File: config.mk
export PLATFORM = sky130hd
export DESIGN_NAME = mem_arbiter
export DESIGN_NICKNAME = d
export VERILOG_FILES = /design/src/rtl/mem_arbiter.sv
export SDC_FILE = /design/constraint.sdc
export NUM_CORES = 1
export LEC_CHECK = 0
export ABC_AREA = 1
export ABC_CLOCK_PERIOD_IN_PS = 2250
export BUFFER_PORTS_ARGS = -buffer_cell sky130_fd_sc_hd__buf_2
export CELL_PAD_IN_SITES_DETAIL_PLACEMENT = 1
export CELL_PAD_IN_SITES_GLOBAL_PLACEMENT = 1
export CORE_ASPECT_RATIO = 0.7
export CORE_MARGIN = 2
export CORE_UTILIZATION = 34
export CTS_BUF_LIST = sky130_fd_sc_hd__clkbuf_8
export CTS_CLUSTER_DIAMETER = 30
export CTS_CLUSTER_SIZE = 16
export DETAILED_ROUTE_END_ITERATION = 8
export HOLD_SLACK_MARGIN = 0.05
export PLACE_DENSITY = 0.87
export SYNTH_ARGS = -nofsm -noshare
export SYNTH_HDL_FRONTEND = slang
export SYNTH_SLANG_ARGS = --single-unit
File: constraint.sdc
create_clock -name clk -period 2.25 [get_ports clk]
set_clock_uncertainty 0.2 [all_clocks]
set_input_delay 0.45 -clock clk [delete_from_list [all_inputs] [get_ports clk]]
set_output_delay 0.45 -clock clk [all_outputs]
set_load 0.01 [all_outputs]
File: src/rtl/mem_arbiter.sv
// mem_arbiter: shares one memory port between an instruction-fetch and a
// data requester. Data wins contention, but after MAX_D consecutive data
// grants with a fetch waiting the fetch side is served. Each access is
// bounded by a TO_CYC-cycle wait timeout that completes it with err.
module mem_arbiter #(
  parameter int AW     = 32,
  parameter int DW     = 32,
  parameter int MAX_D  = 4,
  parameter int TO_CYC = 255
) (
  input  logic          clk,
  input  logic          reset,
  input  logic          if_req,
  input  logic [AW-1:0] if_addr,
  output logic          if_ready,
  output logic [DW-1:0] if_rdata,
  input  logic          d_req,
  input  logic          d_we,
  input  logic [AW-1:0] d_addr,
  input  logic [DW-1:0] d_wdata,
  output logic          d_ready,
  output logic [DW-1:0] d_rdata,
  output logic          err,
  output logic          mem_valid,
  output logic          mem_we,
  output logic [AW-1:0] mem_addr,
  output logic [DW-1:0] mem_wdata,
  input  logic [DW-1:0] mem_rdata,
  input  logic          mem_ready,
  output logic          stall_f,
  output logic          stall_m
);

  typedef enum logic [1:0] {IDLE, BUSY_I, BUSY_D} state_t;

  localparam logic [3:0] MAXD_C  = 4'(MAX_D);
  localparam logic [7:0] TO_LAST = 8'(TO_CYC - 1);

  state_t        state_q;
  logic [3:0]    dcnt_q, dcnt_d;
  logic [7:0]    wait_q, wait_d;
  logic [AW-1:0] addr_q;
  logic          we_q;
  logic [DW-1:0] wdata_q;
  logic          if_ready_q, d_ready_q, err_q;
  logic [DW-1:0] if_rdata_q, d_rdata_q;

  logic pick_d, pick_i, grant_d, grant_i;
  logic busy, timeout, done;

  // Arbitration picks a winner from the raw requests; the winner is only
  // granted if it is not in its own ready cycle, so a held request that was
  // just served is not mistaken for a fresh one and does not hand the slot
  // to the other side early.
  always_comb begin
    pick_d  = d_req & (~if_req | (dcnt_q != MAXD_C));
    pick_i  = if_req & ~pick_d;
    grant_d = (state_q == IDLE) & pick_d & ~d_ready_q;
    grant_i = (state_q == IDLE) & pick_i & ~if_ready_q;
    busy    = (state_q != IDLE);
    timeout = busy & ~mem_ready & (wait_q == TO_LAST);
    done    = busy & (mem_ready | timeout);
    wait_d  = busy ? (wait_q + 8'd1) : 8'd0;
    dcnt_d  = dcnt_q;
    if (grant_i) begin
      dcnt_d = 4'd0;
    end else if (grant_d) begin
      if (!if_req) begin
        dcnt_d = 4'd0;
      end else if (dcnt_q != MAXD_C) begin
        dcnt_d = dcnt_q + 4'd1;
      end
    end
  end

  // Arbiter FSM: grant, hold the access until memory answers or the wait
  // counter expires, then pulse the matching ready for one cycle.
  always_ff @(posedge clk) begin
    if (!reset) begin
      state_q    <= IDLE;
      dcnt_q     <= 4'd0;
      wait_q     <= 8'd0;
      addr_q     <= '0;
      we_q       <= 1'b0;
      wdata_q    <= '0;
      if_ready_q <= 1'b0;
      d_ready_q  <= 1'b0;
      err_q      <= 1'b0;
      if_rdata_q <= '0;
      d_rdata_q  <= '0;
    end else begin
      if_ready_q <= 1'b0;
      d_ready_q  <= 1'b0;
      err_q      <= 1'b0;
      dcnt_q     <= dcnt_d;
      wait_q     <= wait_d;
      case (state_q)
        IDLE: begin
          if (grant_d) begin
            addr_q  <= d_addr;
            we_q    <= d_we;
            wdata_q <= d_wdata;
            state_q <= BUSY_D;
          end else if (grant_i) begin
            addr_q  <= if_addr;
            we_q    <= 1'b0;
            wdata_q <= '0;
            state_q <= BUSY_I;
          end
        end
        BUSY_I: begin
          if (done) begin
            state_q    <= IDLE;
            if_ready_q <= 1'b1;
            err_q      <= timeout;
            if_rdata_q <= timeout ? '0 : mem_rdata;
          end
        end
        BUSY_D: begin
          if (done) begin
            state_q   <= IDLE;
            d_ready_q <= 1'b1;
            err_q     <= timeout;
            d_rdata_q <= (timeout | we_q) ? '0 : mem_rdata;
          end
        end
        default: state_q <= IDLE;
      endcase
    end
  end

  assign mem_valid = busy;
  assign mem_we    = (state_q == BUSY_D) & we_q;
  assign mem_addr  = busy ? addr_q : '0;
  assign mem_wdata = busy ? wdata_q : '0;

  assign if_ready  = if_ready_q;
  assign d_ready   = d_ready_q;
  assign err       = err_q;
  assign if_rdata  = if_rdata_q;
  assign d_rdata   = d_rdata_q;

  assign stall_f   = if_req & ~if_ready_q;
  assign stall_m   = d_req & ~d_ready_q;

endmodule

Yosys cells after proc, flatten, opt, wreduce, memory -nomap -nowiden
Cells that the tools add are included.
W data, S select, Z words.
{"block": "totals", "reg_bits": 146, "latch_bits": 0, "mem_bits_rw": 0, "romBits": 0, "in_bits": 134, "wordCells": 72, "memories": 0}
{"block": "op_classes", "n_addsub": 2, "mul": 0, "div_mod_pow": 0, "order_cmp": 0, "eq_ne": 7, "shifts": 0, "n_mux": 17, "n_bitwise": 21, "n_reduce_logical": 14}
{"op": "$mux W32", "count": 8}
{"op": "$reduce_and A2 Y1", "count": 8}
{"op": "$and A1 B1 Y1", "count": 12}
{"op": "$add A8 B1 Y8 const B", "count": 1}
{"op": "$eq A8 B8 Y1 const B", "count": 1}
{"op": "$mux W4", "count": 2}
{"op": "$mux W2", "count": 3}
{"op": "$not A1 Y1", "count": 6}
{"op": "$add A4 B1 Y4 const B", "count": 1}
{"op": "$ne A2 B1 Y1 const B", "count": 2}
{"op": "$ne A4 B3 Y1 const B", "count": 1}
{"op": "$pmux W2 S2", "count": 1}
{"op": "$reduce_bool A2 Y1", "count": 2}
{"op": "$reduce_or A2 Y1", "count": 2}
{"op": "$mux W1", "count": 3}
{"op": "$ne A3 B3 Y1 const B", "count": 1}
{"op": "$or A1 B1 Y1", "count": 3}
{"op": "$reduce_and A3 Y1", "count": 1}
{"op": "$eq A2 B1 Y1 const B", "count": 1}
{"op": "$eq A2 B2 Y1 const B", "count": 1}
{"op": "$logic_not A2 Y1", "count": 1}

Logic depth before layout (Yosys ltp)
Gate-level depths: netlist of the first run.
{"block": "logic_depth", "depth_word": 10, "ltp_mapped": 12, "ltp_nobuf": 11}

Least setup slack after synthesis of the first run
OpenSTA, ideal clock, no wires.
{"block": "synth_timing", "path_kind": "flip-flop to output port", "start": "register state_q[0]", "end": "output mem_addr[10]", "t_arrival_ns": 1.281, "slack_ns": 0.319, "stages_incl_launch_ff": 6, "path_cell_list": "dfxtp_1 inv_1 ha_1 clkbuf_1 clkbuf_1 nor2_1"}
{"block": "synth_via", "elab_chain_cells": 2}
{"item": "start: declaration", "line_no": "39", "rtl": "state_t state_q;"}
{"item": "start signal: assignment", "line_no": "80", "rtl": "state_q <= IDLE;"}
{"item": "start signal: assignment", "line_no": "103", "rtl": "state_q <= BUSY_D;"}
{"item": "start signal: assignment", "line_no": "108", "rtl": "state_q <= BUSY_I;"}
{"item": "$reduce_bool A2 Y1", "line_no": "60", "rtl": "busy = (state_q != IDLE);"}
{"item": "$mux W32", "line_no": "134", "rtl": "assign mem_addr = busy ? addr_q : '0;"}
{"item": "end: declaration", "line_no": "26", "rtl": "output logic [AW-1:0] mem_addr,"}
Every way passes these cells.

Worst setup path after layout of the first run
{"block": "layout_timing", "start": "register state_q[1]", "end": "output mem_addr[23]"}
Same word-level chain as after synthesis.

==> metrics.txt, run 1 <==
status=completed; Die Height=117 microns; die width=165 microns; Synth Register Bits=146; Yosys top cell area share=47.5%; RSZ-0062 raised after global routing=true; number of DRC markers in iteration 0=444; area grow syn2layout=50.9%; worst hold path endpoint=addr_q[15]; endpoints failing setup=0; hold slack=0.0742 ns; WL/cell=17.4 microns; max cap viols=0; synthesized instance count=862; final hold violation count=0; DR vias/cell=4.92; sequential cell area fraction in the yosys report=47.5%; Max IR drop VDD=0.415 mV; Setup CP Type=reg -> out; worst rel slew slack=68.4%; initial antenna violation count=0; cts bufs inserted=17; hold path start=if_addr[15]; Mapped Nets=1003; YS warnings=0; highest net fanout along the worst path=16; H-tree Lvls=4; PwrDens=955 mW/mm^2; routability congestion estimate=0.815; grt met1 use=29.1%; share of layout cells above drive strength 1=30.8%; DRT Wirelength=25300 microns; syn_area_per_cell=7.14 sq um; Critical Path Source Type=flop; Clk pwr share=23.0%; gr ovfl total=0; most frequent cells in the layout=buf_2, nand2_1, dfxtp_1, dlygate4sd3_1, inv_1; Worst-Margin Slew=0.468 ns; All-Layer GR Usage=24.6%; P_sw=3.57 mW; CTS tree=built; CTS sink count=146; final worst slack=0.0557 ns; Tcrit/Tclk final=97.5%; starting density of the core=34.4%; fin nets=1345; Arrival @ worst endpoint=1.54 ns; worst reg2reg endpoint=addr_q[3]; met3 usage=6.92%; detailed-route via count=7154; Cell variety after synth=29; footprint of the multi-input gates=0.00273 sq mm; HPWL after detailed placement=14800 microns; row cnt=41; Comb pwr share=41.0%; Required @ worst endpoint=1.60 ns; number of filler cells placed in the layout=2297; Final ANT Viol Nets=0; leading area contributor after synthesis=dfxtp_1; Worst-Skew Late Latency=0.44 ns; antenna cell count=0; crit path capture type=output port; largest net degree at the start of global routing=49; clock root buffer=clkbuf_8; M2 GR Usage=43.3%; DRC Markers=0; I/O Buffers=268; Setup WS pre-CTS=0.184 ns; sequential share of power=36.0%; Main synth FF type=dfxtp_1; switch share=40.3%; Clock Tree Buf Depth=2; leakage power=4.37 nW; Pre-antenna DRT Iters=4; largest cells by area after synthesis=dfxtp_1, nand2_1, nor2_1, a21oi_1, inv_1; Worst Hold Depth=3; # IOs=269; fmax=456 MHz; Reg-to-Reg Start=state_q[1]; vias in the first global route=7446; Post-synth EDFFs=0; Reg2Reg Depth=10; CORE AREA=0.0179 sq mm; Worst-path clk slew=0.09 ns; Reg2Reg Setup Slack=0.09 ns; Hold Path Class=in -> reg; Die Area=0.0192 sq mm; Min Clock Period, post-route=2.19 ns; Storage cell area=0.00293 sq mm; internal power=5.30 mW; commonest non-fill, non-tap cell in the layout=buf_2; asr flop ratio synth=0%; Syn Std Cell Area=0.00616 sq mm; Slew Limit Fails=0; GR peak layer=met2; first-pass GRT wire length=37000 microns
## worst max path at each step
| stage | start | endpoint | slack (ns) | depth (start not counted) |
|---|---|---|---|---|
| after floorplan | state_q[0] | mem_addr[10] | 0.32 | 5 |
| after global placement | wait_q[0] | d_rdata[31] | 0.33 | 12 |
| after detailed placement | state_q[1] | addr_q[4] | 0.18 | 9 |
| after CTS | state_q[0] | mem_addr[31] | 0.008 | 5 |
| after global routing | state_q[0] | addr_q[3] | -0.03 | 10 |
| final | state_q[1] | mem_addr[23] | 0.06 | 5 |
## what timing repair did
action | 4_1_cts | 5_1_grt
endpoints found under the setup margin | 64 | 164
hold buffers | 87 | 1
hold endpoints to repair | 83 | 1
resized for setup | 13 | 37
setup buffers | 1 | 2
pin swaps | 1 | 4
cloned | 2 | 3
## cell type report
class / instances / area share (%)
Clock buffer: 18 / 2.67
Sequential cell: 146 / 31.5
Multi-Input combinational cell: 566 / 29.4
Inverter: 90 / 3.68
Timing Repair Buffer: 383 / 28.2
Clock inverter: 14 / 1.40
Tap cell: 236 / 3.18
## state kept, by name, indices dropped and copies added, names as in the netlist
signal / count
addr_q: 32
wait_q: 8
wdata_q: 32
if_ready: 1
err: 1
we_q: 1
state_q: 2
if_rdata: 32
d_rdata: 32
dcnt_q: 4
d_ready: 1
## power by group through the flow
stage | Clock, mW | Combinational (mW) | Sequential [mW]
after floorplan | 0 | 1.74 | 3.23
after global placement | 0 | 2.70 | 3.22
after detailed placement | 0 | 2.76 | 3.24
after CTS | 2.07 | 3.18 | 3.19
after global routing | 2.18 | 3.96 | 3.24
final | 2.04 | 3.64 | 3.20
## cells in the mapped netlist (4+ instances only)
master,number
a21oi_1,74
a31oi_1,32
dfxtp_1,146
o21ai_1,50
nor3_1,4
clkbuf_1,28
inv_1,86
buf_2,26
nand2_2,5
nor2_1,102
o21ai_0,40
nand3_1,49
nand2_1,192
ha_1,7
## cell families (layout without fill, tap and decap cells)
logic type	Yosys count	count (layout)	synth area share [%]
adders and majority gates	7	7	1.42
AOI/OAI and AO/OA	197	197	16.8
DFF	146	146	47.5
xor gates and xnor gates	2	2	0.284
buffers and inverters	150	505	10.1
and+or+nand+nor	360	360	23.9
## metal layers
metal	up-vias	wire, microns
met5	-	0
met4	0	558
li1	3452	-
met1	3416	11100
met2	236	12100
met3	50	1470
## per-stage QoR
stage	utilization, %	setup TNS [ns]	cell area [sq um]	std cells	total power [mW]
after floorplan	-	0	6160	862	4.97
after global placement	43.2	0	7730	1325	5.91
after detailed placement	43.2	0	7730	1325	5.99
after CTS	50.7	0	9070	1447	8.44
after global routing	51.9	-0.117	9290	1453	9.38
final	51.9	0	9290	1453	8.88
## worst max-delay path, stage by stage (launching register included)
cell     delay (ns)
dfxtp_2        0.35
inv_2          0.06
ha_4           0.21
buf_16         0.19
nor2_2         0.14
buf_2          0.15
(Power assumes the default switching activity.)
==> run 2: changes to the inputs <==
ABC_CLOCK_PERIOD_IN_PS = 1900   (was 2250)
CELL_PAD_IN_SITES_DETAIL_PLACEMENT = 0   (was 1)
CORE_UTILIZATION = 30   (was 34)
PLACE_DENSITY = 0.82   (was 0.87)
clock period = 1.9 ns   (was 2.25 ns; I/O delays follow)
==> run 2 against run 1 <==
The flow now finishes with violations (setup timing). Non-clock buffer count up 95. Sequential power up 18%. Setup slack worse by 0.31 ns. Via count up 4.2%. Die area up 13%. Wire length down 0.93%. Final area up 20%. First-iteration DRC count up 13%.
==> metrics.txt, run 2 (synthesized netlist as in run 1, its figures left out) <==
CTS tree=built; Storage cell area=0.00293 sq mm; Required @ worst endpoint=1.32 ns; CTS sink count=146; detailed-route via count=7454; Die Area=0.0217 sq mm; endpoints failing setup=168; Min Clock Period, post-route=2.16 ns; Worst-path clk slew=0.09 ns; antenna cell count=0; Clk pwr share=19.7%; hold path start=if_req; gr ovfl total=0; crit path capture type=output port; Setup WS pre-CTS=-0.0392 ns; final worst slack=-0.258 ns; setup_tns=-21.16 ns; Die Height=124 microns; WL/cell=15.8 microns; Final ANT Viol Nets=0; Slew Limit Fails=0; fin nets=1440; fmax=463 MHz; final hold violation count=0; number of DRC markers in iteration 0=503; footprint of the multi-input gates=0.00312 sq mm; commonest non-fill, non-tap cell in the layout=buf_2; RSZ-0062 raised after global routing=true; most frequent cells in the layout=buf_2, nand2_1, dfxtp_1, dlygate4sd3_1, inv_1; Worst-Skew Late Latency=0.43 ns; worst rel slew slack=70.1%; I/O Buffers=268; Worst Setup SP=state_q[0]; DR vias/cell=4.71; failing checks=setup timing; starting density of the core=30.9%; Arrival @ worst endpoint=1.58 ns; H-tree Lvls=4; sequential share of power=31.0%; Reg-to-Reg Start=state_q[0]; final instance area=0.0112 sq mm; highest net fanout along the worst path=12; routability congestion estimate=0.837; switch share=37.9%; Clock Tree Buf Depth=2; number of filler cells placed in the layout=1814; internal power=7.58 mW; CORE AREA=0.0200 sq mm; initial antenna violation count=0; vias in the first global route=7061; Pre-antenna DRT Iters=7; PwrDens=1090 mW/mm^2; Worst-Margin Slew=0.449 ns; All-Layer GR Usage=21.9%; max cap viols=0; row cnt=43; largest net degree at the start of global routing=45; Tcrit/Tclk final=114%; Setup CP Type=reg -> out; cts bufs inserted=17; leakage power=5.14 nW; area grow syn2layout=81.5%; die width=175 microns; share of layout cells above drive strength 1=38.7%; DRC Markers=0; hold slack=0.0980 ns; cell area after placement=0.00799 sq mm; Comb pwr share=49.3%; P_sw=4.63 mW; Hold Path Class=in -> reg; status=finished with violations; clock root buffer=clkbuf_8; # IOs=269; Max IR drop VDD=0.607 mV; Critical Path Source Type=flop; HPWL after detailed placement=13700 microns; DRT Wirelength=25000 microns; first-pass GRT wire length=37200 microns
[run 2: layout make-up]
cell class	instances	share of cell area, %
clock buffer	17	2.09
sequential	146	26.2
inverter	90	3.26
multi-input combinational	566	27.9
clock inverter	15	1.29
tap	270	3.02
timing repair buffer	478	36.2
[run 2: worst max-delay path, cell delays in order (launching register included)]
cell and delay (ns):
dfxtp_2 0.34, inv_2 0.05, ha_4 0.16, buf_12 0.15, buf_16 0.17, nor2_2 0.12
buf_2 0.13
[run 2: power groups by stage]
stage                     clock (mW)  combinational (mW)  sequential (mW)
after floorplan                    0                2.07             3.82
after global placement             0                3.50             3.82
after detailed placement           0                3.50             3.82
after CTS                       2.48                5.66             3.77
after global routing            2.61                6.46             3.84
final                           2.41                6.02             3.78
[run 2: metrics by stage]
| stage | util [%] | power (mW) | std cells |
|---|---|---|---|
| 2_1_floorplan | - | 5.89 | 862 |
| 4_1_cts | 53.8 | 11.9 | 1575 |
| 6_report | 56.0 | 12.2 | 1582 |
| 5_1_grt | 56.0 | 12.9 | 1582 |
| 3_5_place_dp | 40.0 | 7.32 | 1380 |
| 3_3_place_gp | 40.0 | 7.31 | 1380 |
[run 2: worst paths after layout]
path / end / slack (ns) / cells past startpoint
min: dcnt_q[1] / 0.1 / 3
max reg2reg: d_rdata[3] / -0.16 / 13
min reg2reg: wdata_q[29] / 0.26 / 2
max: mem_addr[29] / -0.26 / 6
[run 2: per-layer routing]
metal	share of wire, %	track usage [%]	up-vias
li1	-	-	3657
met1	48	30.4	3493
met2	44	34.3	278
met3	6.8	4.85	26
met4	1.2	5.94	0
met5	0	0	-
[run 2: what timing repair did]
| action | in CTS | in global routing |
|---|---|---|
| pin swaps | 40 | 20 |
| buffers inserted | 18 | 4 |
| endpoints found under the setup margin | 95 | 205 |
| endpoints found under the hold margin | 130 | 0 |
| gates resized for setup | 167 | 87 |
| hold buffers | 130 | 0 |
| cloned | 17 | 5 |
